File: src/rtl/spi_txn_sequencer.sv
// Command/response sequencer in front of spi_master: one SPI transfer per queued
// command, with done-edge detection, a WAIT timeout and rejection of select 3.
module spi_txn_sequencer #(
  parameter int CMD_DEPTH = 4,
  parameter int RSP_DEPTH = 4,
  parameter int TIMEOUT   = 1024
) (
  input  logic       clk,
  input  logic       rst,
  input  logic       cmd_valid,
  output logic       cmd_ready,
  input  logic [1:0] cmd_sel,
  input  logic [7:0] cmd_data,
  output logic       rsp_valid,
  input  logic       rsp_ready,
  output logic [7:0] rsp_data,
  output logic [1:0] rsp_sel,
  output logic       rsp_err,
  output logic       spi_start,
  output logic [1:0] spi_slave_sel,
  output logic [7:0] spi_mosi_data,
  input  logic       spi_done,
  input  logic [7:0] spi_miso_data,
  output logic       busy
);

  localparam int CAW = $clog2(CMD_DEPTH);
  localparam int RAW = $clog2(RSP_DEPTH);
  localparam int TW  = $clog2(TIMEOUT);

  localparam logic [CAW:0]  CMD_FULL_CNT = (CAW + 1)'(CMD_DEPTH);
  localparam logic [RAW:0]  RSP_FULL_CNT = (RAW + 1)'(RSP_DEPTH);
  localparam logic [TW-1:0] T_LAST       = TW'(TIMEOUT - 1);

  localparam logic [1:0] S_IDLE  = 2'd0;
  localparam logic [1:0] S_ISSUE = 2'd1;
  localparam logic [1:0] S_WAIT  = 2'd2;
  localparam logic [1:0] S_STORE = 2'd3;

  logic [1:0] state;

  // ---------------- command FIFO: {sel, data} ----------------
  logic [9:0]     cmd_mem [CMD_DEPTH];
  logic [CAW-1:0] cmd_wr_ptr, cmd_rd_ptr;
  logic [CAW:0]   cmd_count;
  logic           cmd_full, cmd_empty, cmd_push, cmd_pop;

  // ---------------- response FIFO: {sel, data, err} ----------------
  logic [10:0]    rsp_mem [RSP_DEPTH];
  logic [RAW-1:0] rsp_wr_ptr, rsp_rd_ptr;
  logic [RAW:0]   rsp_count;
  logic           rsp_full, rsp_push, rsp_pop;
  logic [10:0]    rsp_head;

  logic [7:0]     rsp_byte;
  logic           rsp_err_q;
  logic [TW-1:0]  tcnt;
  logic           done_q, done_rise;

  assign cmd_full  = (cmd_count == CMD_FULL_CNT);
  assign cmd_empty = (cmd_count == '0);
  assign cmd_ready = ~cmd_full;
  assign cmd_push  = cmd_valid & ~cmd_full;
  // Only start a command when its response is guaranteed a slot at STORE time.
  assign cmd_pop   = (state == S_IDLE) & ~cmd_empty & ~rsp_full;

  assign rsp_full  = (rsp_count == RSP_FULL_CNT);
  assign rsp_valid = (rsp_count != '0);
  assign rsp_push  = (state == S_STORE);
  assign rsp_pop   = rsp_valid & rsp_ready;
  assign rsp_head  = rsp_mem[rsp_rd_ptr];
  assign rsp_sel   = rsp_valid ? rsp_head[10:9] : 2'd0;
  assign rsp_data  = rsp_valid ? rsp_head[8:1]  : 8'd0;
  assign rsp_err   = rsp_valid ? rsp_head[0]    : 1'b0;

  assign spi_start = (state == S_ISSUE);
  assign busy      = (state != S_IDLE) | ~cmd_empty;
  assign done_rise = spi_done & ~done_q;

  // NOTE: storage arrays carry no reset; the pointers/counts define validity,
  // which keeps them mappable to plain RAM and out of the reset tree.
  always_ff @(posedge clk) begin
    if (cmd_push) cmd_mem[cmd_wr_ptr] <= {cmd_sel, cmd_data};
    if (rsp_push) rsp_mem[rsp_wr_ptr] <= {spi_slave_sel, rsp_byte, rsp_err_q};
  end

  // NOTE: all clocked state uses non-blocking assignments so every flop samples
  // pre-edge values regardless of statement order.
  always_ff @(posedge clk or posedge rst) begin
    if (rst) begin
      cmd_wr_ptr <= '0;
      cmd_rd_ptr <= '0;
      cmd_count  <= '0;
      rsp_wr_ptr <= '0;
      rsp_rd_ptr <= '0;
      rsp_count  <= '0;
    end else begin
      if (cmd_push) cmd_wr_ptr <= cmd_wr_ptr + 1'b1;
      if (cmd_pop)  cmd_rd_ptr <= cmd_rd_ptr + 1'b1;
      case ({cmd_push, cmd_pop})
        2'b10:   cmd_count <= cmd_count + 1'b1;
        2'b01:   cmd_count <= cmd_count - 1'b1;
        default: cmd_count <= cmd_count;
      endcase
      if (rsp_push) rsp_wr_ptr <= rsp_wr_ptr + 1'b1;
      if (rsp_pop)  rsp_rd_ptr <= rsp_rd_ptr + 1'b1;
      case ({rsp_push, rsp_pop})
        2'b10:   rsp_count <= rsp_count + 1'b1;
        2'b01:   rsp_count <= rsp_count - 1'b1;
        default: rsp_count <= rsp_count;
      endcase
    end
  end

  always_ff @(posedge clk or posedge rst) begin
    if (rst) begin
      state         <= S_IDLE;
      spi_slave_sel <= 2'd0;
      spi_mosi_data <= 8'd0;
      rsp_byte      <= 8'd0;
      rsp_err_q     <= 1'b0;
      tcnt          <= '0;
      done_q        <= 1'b0;
    end else begin
      done_q <= spi_done;
      case (state)
        S_IDLE: begin
          if (cmd_pop) begin
            {spi_slave_sel, spi_mosi_data} <= cmd_mem[cmd_rd_ptr];
            if (cmd_mem[cmd_rd_ptr][9:8] == 2'd3) begin
              rsp_byte  <= 8'h00;
              rsp_err_q <= 1'b1;
              state     <= S_STORE;
            end else begin
              state <= S_ISSUE;
            end
          end
        end
        S_ISSUE: begin
          tcnt  <= '0;
          state <= S_WAIT;
        end
        S_WAIT: begin
          // done takes priority over a timeout landing in the same cycle
          if (done_rise) begin
            rsp_byte  <= spi_miso_data;
            rsp_err_q <= 1'b0;
            state     <= S_STORE;
          end else if (tcnt == T_LAST) begin
            rsp_byte  <= 8'hFF;
            rsp_err_q <= 1'b1;
            state     <= S_STORE;
          end else begin
            tcnt <= tcnt + 1'b1;
          end
        end
        default: state <= S_IDLE;
      endcase
    end
  end

endmodule

File: config.mk
export PLATFORM = sky130hd
export DESIGN_NAME = spi_txn_sequencer
export DESIGN_NICKNAME = d
export VERILOG_FILES = /design/src/rtl/spi_txn_sequencer.sv
export SDC_FILE = /design/constraint.sdc
export NUM_CORES = 1
export LEC_CHECK = 0
export ABC_AREA = 1
export CORE_MARGIN = 2
export CORE_UTILIZATION = 52
export CTS_CLUSTER_SIZE = 24
export DETAILED_ROUTE_END_ITERATION = 10
export GPL_TIMING_DRIVEN = 0
export PLACE_DENSITY = 0.74
export SKIP_CTS_REPAIR_TIMING = 1
export SLEW_MARGIN = 20
export SYNTH_ARGS = -nofsm -noshare
export SYNTH_HDL_FRONTEND = slang
export SYNTH_SLANG_ARGS = --single-unit
File: constraint.sdc
create_clock -name clk -period 2.3 [get_ports clk]
set_input_delay 0.46 -clock clk [delete_from_list [all_inputs] [get_ports clk]]
set_output_delay 0.46 -clock clk [all_outputs]
set_load 0.05 [all_outputs]
==> impl_table.tex <==
\begin{tabular}{lr}
\hline
Metric & Value \\
\hline
\multicolumn{2}{l}{\textbf{Outcome}} \\
\quad Status & complete, but fails checks \\
\quad Violated checks & setup timing \\
\multicolumn{2}{l}{\textbf{Detailed routing}} \\
\quad Antenna Nets Post-Route & 0 \\
\quad Iteration-0 DRC count of the detailed router & 296 \\
\quad Average vias per placed instance & 5.25 \\
\quad Routed vias & 4,134 \\
\quad Routed wire per std cell & 15.5 um \\
\quad Remaining routing DRC violations & 0 \\
\quad Pre-antenna DRT Iters & 5 \\
\quad Wirelength, routed & 12,200 um \\
\multicolumn{2}{l}{\textbf{Place}} \\
\quad Post-DP HPWL & 7570 um \\
\quad IO Port Bufs & 47 \\
\quad Minimum setup slack after placement & -0.350 ns \\
\quad GP Congestion & 0.857 \\
\multicolumn{2}{l}{\textbf{Power}} \\
\quad Pwr per Cell Area & 1560 mW/mm2 \\
\quad Overall power consumption & 0.0113 W \\
\quad Part of the total power dissipated in the clock network & 22.6\% \\
\quad Combinational power share & 46.1\% \\
\quad Internal Dissipation & 0.00654 W \\
\quad Net switching power & 0.00480 W \\
\quad Leak & 3.09 nW \\
\quad Switching part of the total & 42.3\% \\
\quad Sequential power share & 31.3\% \\
\quad Highest ir drop seen on vdd & 0.000957 V \\
\multicolumn{2}{l}{\textbf{Floorplan}} \\
\quad Chip Width & 109 um \\
\quad \# IOs & 48 \\
\quad Area of the core & 0.0108 mm2 \\
\quad Die ar. & 0.0120 mm2 \\
\quad Starting Density & 53.3\% \\
\quad Row count & 38 \\
\quad Vertical extent of the die & 109 um \\
\multicolumn{2}{l}{\textbf{Logic synthesis}} \\
\quad Number of distinct library cells after synthesis & 31 \\
\quad Dominant cells by area after synthesis & sky130\_fd\_sc\_hd\_\_edfxtp\_1, sky130\_fd\_sc\_hd\_\_dfrtp\_1, sky130\_fd\_sc\_hd\_\_nand2\_1, sky130\_fd\_sc\_hd\_\_o21ai\_0, sky130\_fd\_sc\_hd\_\_nor2\_1 \\
\quad Mean area per synthesized cell & 10.5 um2 \\
\quad Number of warnings reported in the yosys synthesis log & 0 \\
\quad Async set-reset flop share out of synthesis & 35.4\% \\
\quad Most numerous cell in the Yosys netlist & sky130\_fd\_sc\_hd\_\_edfxtp\_1 \\
\quad Library cell with the largest summed area after synthesis & sky130\_fd\_sc\_hd\_\_edfxtp\_1 \\
\quad Proportion of synthesized chip area in sequential cells & 63.5\% \\
\quad Synthesized flop and latch total & 130 \\
\quad Syn Nets & 592 \\
\quad Syn Inst Count & 552 \\
\quad Primary FF master, synth & sky130\_fd\_sc\_hd\_\_edfxtp\_1 \\
\quad Share of Yosys cell area claimed by the top area cell type & 43.6\% \\
\quad Top cell types by occurrence after synthesis & sky130\_fd\_sc\_hd\_\_edfxtp\_1, sky130\_fd\_sc\_hd\_\_nand2\_1, sky130\_fd\_sc\_hd\_\_nor2\_1 \\
\quad Cell Area, Synth & 0.00578 mm2 \\
\quad Count of flip-flops with a built-in enable after synthesis & 84 \\
\multicolumn{2}{l}{\textbf{GRT}} \\
\quad Met3 Track Usage GR & 4.27\% \\
\quad Number of antenna violations at the first check in global routing & 0 \\
\quad Wire length of the first global-routing pass & 18,500 um \\
\quad Met1 Usage GRT & 26.8\% \\
\quad Via count of the first global-routing pass & 3,828 \\
\quad Layer carrying the most global-route usage & met2 \\
\quad Largest net degree at the start of global routing & 34 \\
\quad Total global-route track usage & 20.8\% \\
\quad Global-route congestion overflow total & 0 \\
\quad Grt met2 use & 34.6\% \\
\multicolumn{2}{l}{\textbf{Setup path}} \\
\quad R2R depth & 12 \\
\quad Sort of element at the end of the critical path & output pin \\
\quad Critical path startpoint category & register \\
\quad Top fanout value on the critical path & 6 \\
\quad Timing endpoint of the critical path & rsp\_data[1] \\
\quad Critical path start-end classification & register to output pin \\
\quad Reg-to-reg critical path startpoint & state[0] \\
\quad Internal reg-to-reg setup slack & 0.06 ns \\
\quad First element of the critical path & rsp\_rd\_ptr[0] \\
\quad Critical path required time & 1.84 ns \\
\quad Worst path arrival time & 1.88 ns \\
\quad End of the worst register-to-register path & cmd\_count[2] \\
\multicolumn{2}{l}{\textbf{Layout}} \\
\quad Area growth from synthesis to layout & 25.6\% \\
\quad Total of fill cells in the finished design & 796 \\
\quad Footprint of the multi-input gates & 0.00181 mm2 \\
\quad End-of-flow core utilization & 67.0\% \\
\quad Number of nets in the layout & 675 \\
\quad Antenna diode instance count & 0 \\
\quad Register cell area after layout & 0.00367 mm2 \\
\quad Layout cells sized above 1 & 17.9\% \\
\multicolumn{2}{l}{\textbf{Timing}} \\
\quad Total Negative Setup Slacks & -0.0685 ns \\
\quad Final Hold Viols & 0 \\
\quad Crit share post-route & 102\% \\
\quad Tightest hold margin & 0.216 ns \\
\quad Max-slew violation count & 0 \\
\quad Fin worst setup slack & -0.0442 ns \\
\quad Post-route minimum period & 2.34 ns \\
\quad Unrepaired setup endpoints after global routing & true \\
\quad Slew at the pin with the worst max-slew slack & 0.994 ns \\
\quad Final setup violating endpoints & 3 \\
\quad Highest achievable clock rate & 0.427 GHz \\
\quad Max-slew headroom & 33.5\% \\
\quad Clock Skew & 0.00763 ns \\
\multicolumn{2}{l}{\textbf{Clocking}} \\
\quad Number of clock buffers inserted by TritonCTS & 17 \\
\quad Clock Root Buffer & sky130\_fd\_sc\_hd\_\_clkbuf\_8 \\
\quad Clock sink count & 130 \\
\quad CTS H-tree lvls & 4 \\
\quad Clock buffer depth & 2 \\
\quad CTS tree & yes \\
\quad Insertion delay to the later sink of the worst-skew pair & 0.51 ns \\
\quad Clock slew at reported path FFs & 0.06 ns \\
\multicolumn{2}{l}{\textbf{Worst hold path}} \\
\quad Worst hold-check path type & input pin to async pin \\
\multicolumn{2}{l}{\textbf{Flow run}} \\
\quad Max\_cap viols & 0 \\
\hline
\end{tabular}
worst min path at each step:
stage,start,endpoint,cells after the start
after floorplan,cmd_count[0],cmd_count[0],1
after global placement,cmd_count[0],cmd_count[0],1
after detailed placement,cmd_count[0],cmd_count[0],1
after CTS,rst,cmd_wr_ptr[1],2
after global routing,rst,cmd_wr_ptr[1],2
final,rst,cmd_wr_ptr[1],2
registers in the layout, summed over array words and instances, names as in the netlist:
register / flops
cmd_count: 3
cmd_mem: 40
cmd_rd_ptr: 2
cmd_wr_ptr: 2
done_q: 1
rsp_byte: 8
rsp_count: 3
rsp_err_q: 1
rsp_mem: 44
rsp_rd_ptr: 2
rsp_wr_ptr: 2
spi_mosi_data: 8
spi_slave_sel: 2
state: 2
tcnt: 10
cell families after synthesis:
kind of cell	after synthesis	synth area share, %
AO/OA/AOI/OAI	99	9.39
XOR/XNOR	12	1.82
adder cells (fa/ha/maj)	17	3.94
buffers and inverters	93	6.56
flip-flops	130	63.5
AND/OR/NAND/NOR	201	14.8
cell usage in the layout, fill, tap and decap left out, types with 13 or more instances in the layout:
cell type,synthesis,layout
sky130_fd_sc_hd__nand2_1,80,80
sky130_fd_sc_hd__clkbuf_16,0,16
sky130_fd_sc_hd__nand3_1,29,28
sky130_fd_sc_hd__nor2_1,74,67
sky130_fd_sc_hd__a21oi_1,15,13
sky130_fd_sc_hd__ha_1,15,15
sky130_fd_sc_hd__o21ai_0,57,43
sky130_fd_sc_hd__edfxtp_1,84,84
sky130_fd_sc_hd__clkdlybuf4s50_1,0,30
sky130_fd_sc_hd__inv_1,66,60
sky130_fd_sc_hd__dfrtp_1,46,45
sky130_fd_sc_hd__o21ai_1,8,21
sky130_fd_sc_hd__buf_4,1,25
stage by stage:
| stage | instance area, um2 | cells |
|---|---|---|
| after floorplan | 5790 | 552 |
| after global placement | 6430 | 739 |
| after detailed placement | 6450 | 740 |
| after CTS | 7020 | 772 |
| after global routing | 7260 | 788 |
| final | 7260 | 788 |
routing by layer:
metal | part of all wire (%) | wire, um
met3 | 5.2 | 633
met4 | 1.8 | 218
met2 | 51 | 6250
met5 | 0 | 0
met1 | 42 | 5080
final cells by class:
type / instances / share of cell area (%)
Clock inverter: 14 / 2.07
Timing Repair Buffer: 65 / 8.59
Clock buffer: 18 / 5.75
Tap cell: 140 / 2.41
Multi-Input combinational cell: 329 / 24.9
Inverter: 72 / 3.75
Buffer: 20 / 1.98
Sequential cell: 130 / 50.6
power by group through the flow:
stage | Sequential, W | Combinational, W | Clock (W)
final | 0.00355 | 0.00522 | 0.00256
after global routing | 0.00361 | 0.00570 | 0.00272
after CTS | 0.00350 | 0.00474 | 0.00260
after detailed placement | 0.00353 | 0.00469 | 0
after global placement | 0.00350 | 0.00456 | 0
after floorplan | 0.00373 | 0.00310 | 0
worst max-delay path: stages (launching register included):
cell	delay, ns
sky130_fd_sc_hd__dfrtp_2	0.46
sky130_fd_sc_hd__buf_6	0.13
sky130_fd_sc_hd__buf_6	0.12
sky130_fd_sc_hd__buf_6	0.10
sky130_fd_sc_hd__nor2_2	0.03
sky130_fd_sc_hd__nor2_1	0.08
sky130_fd_sc_hd__o21ai_1	0.07
sky130_fd_sc_hd__a21oi_1	0.15
sky130_fd_sc_hd__buf_4	0.22
Note: power is estimated with default switching activity, not from simulation.
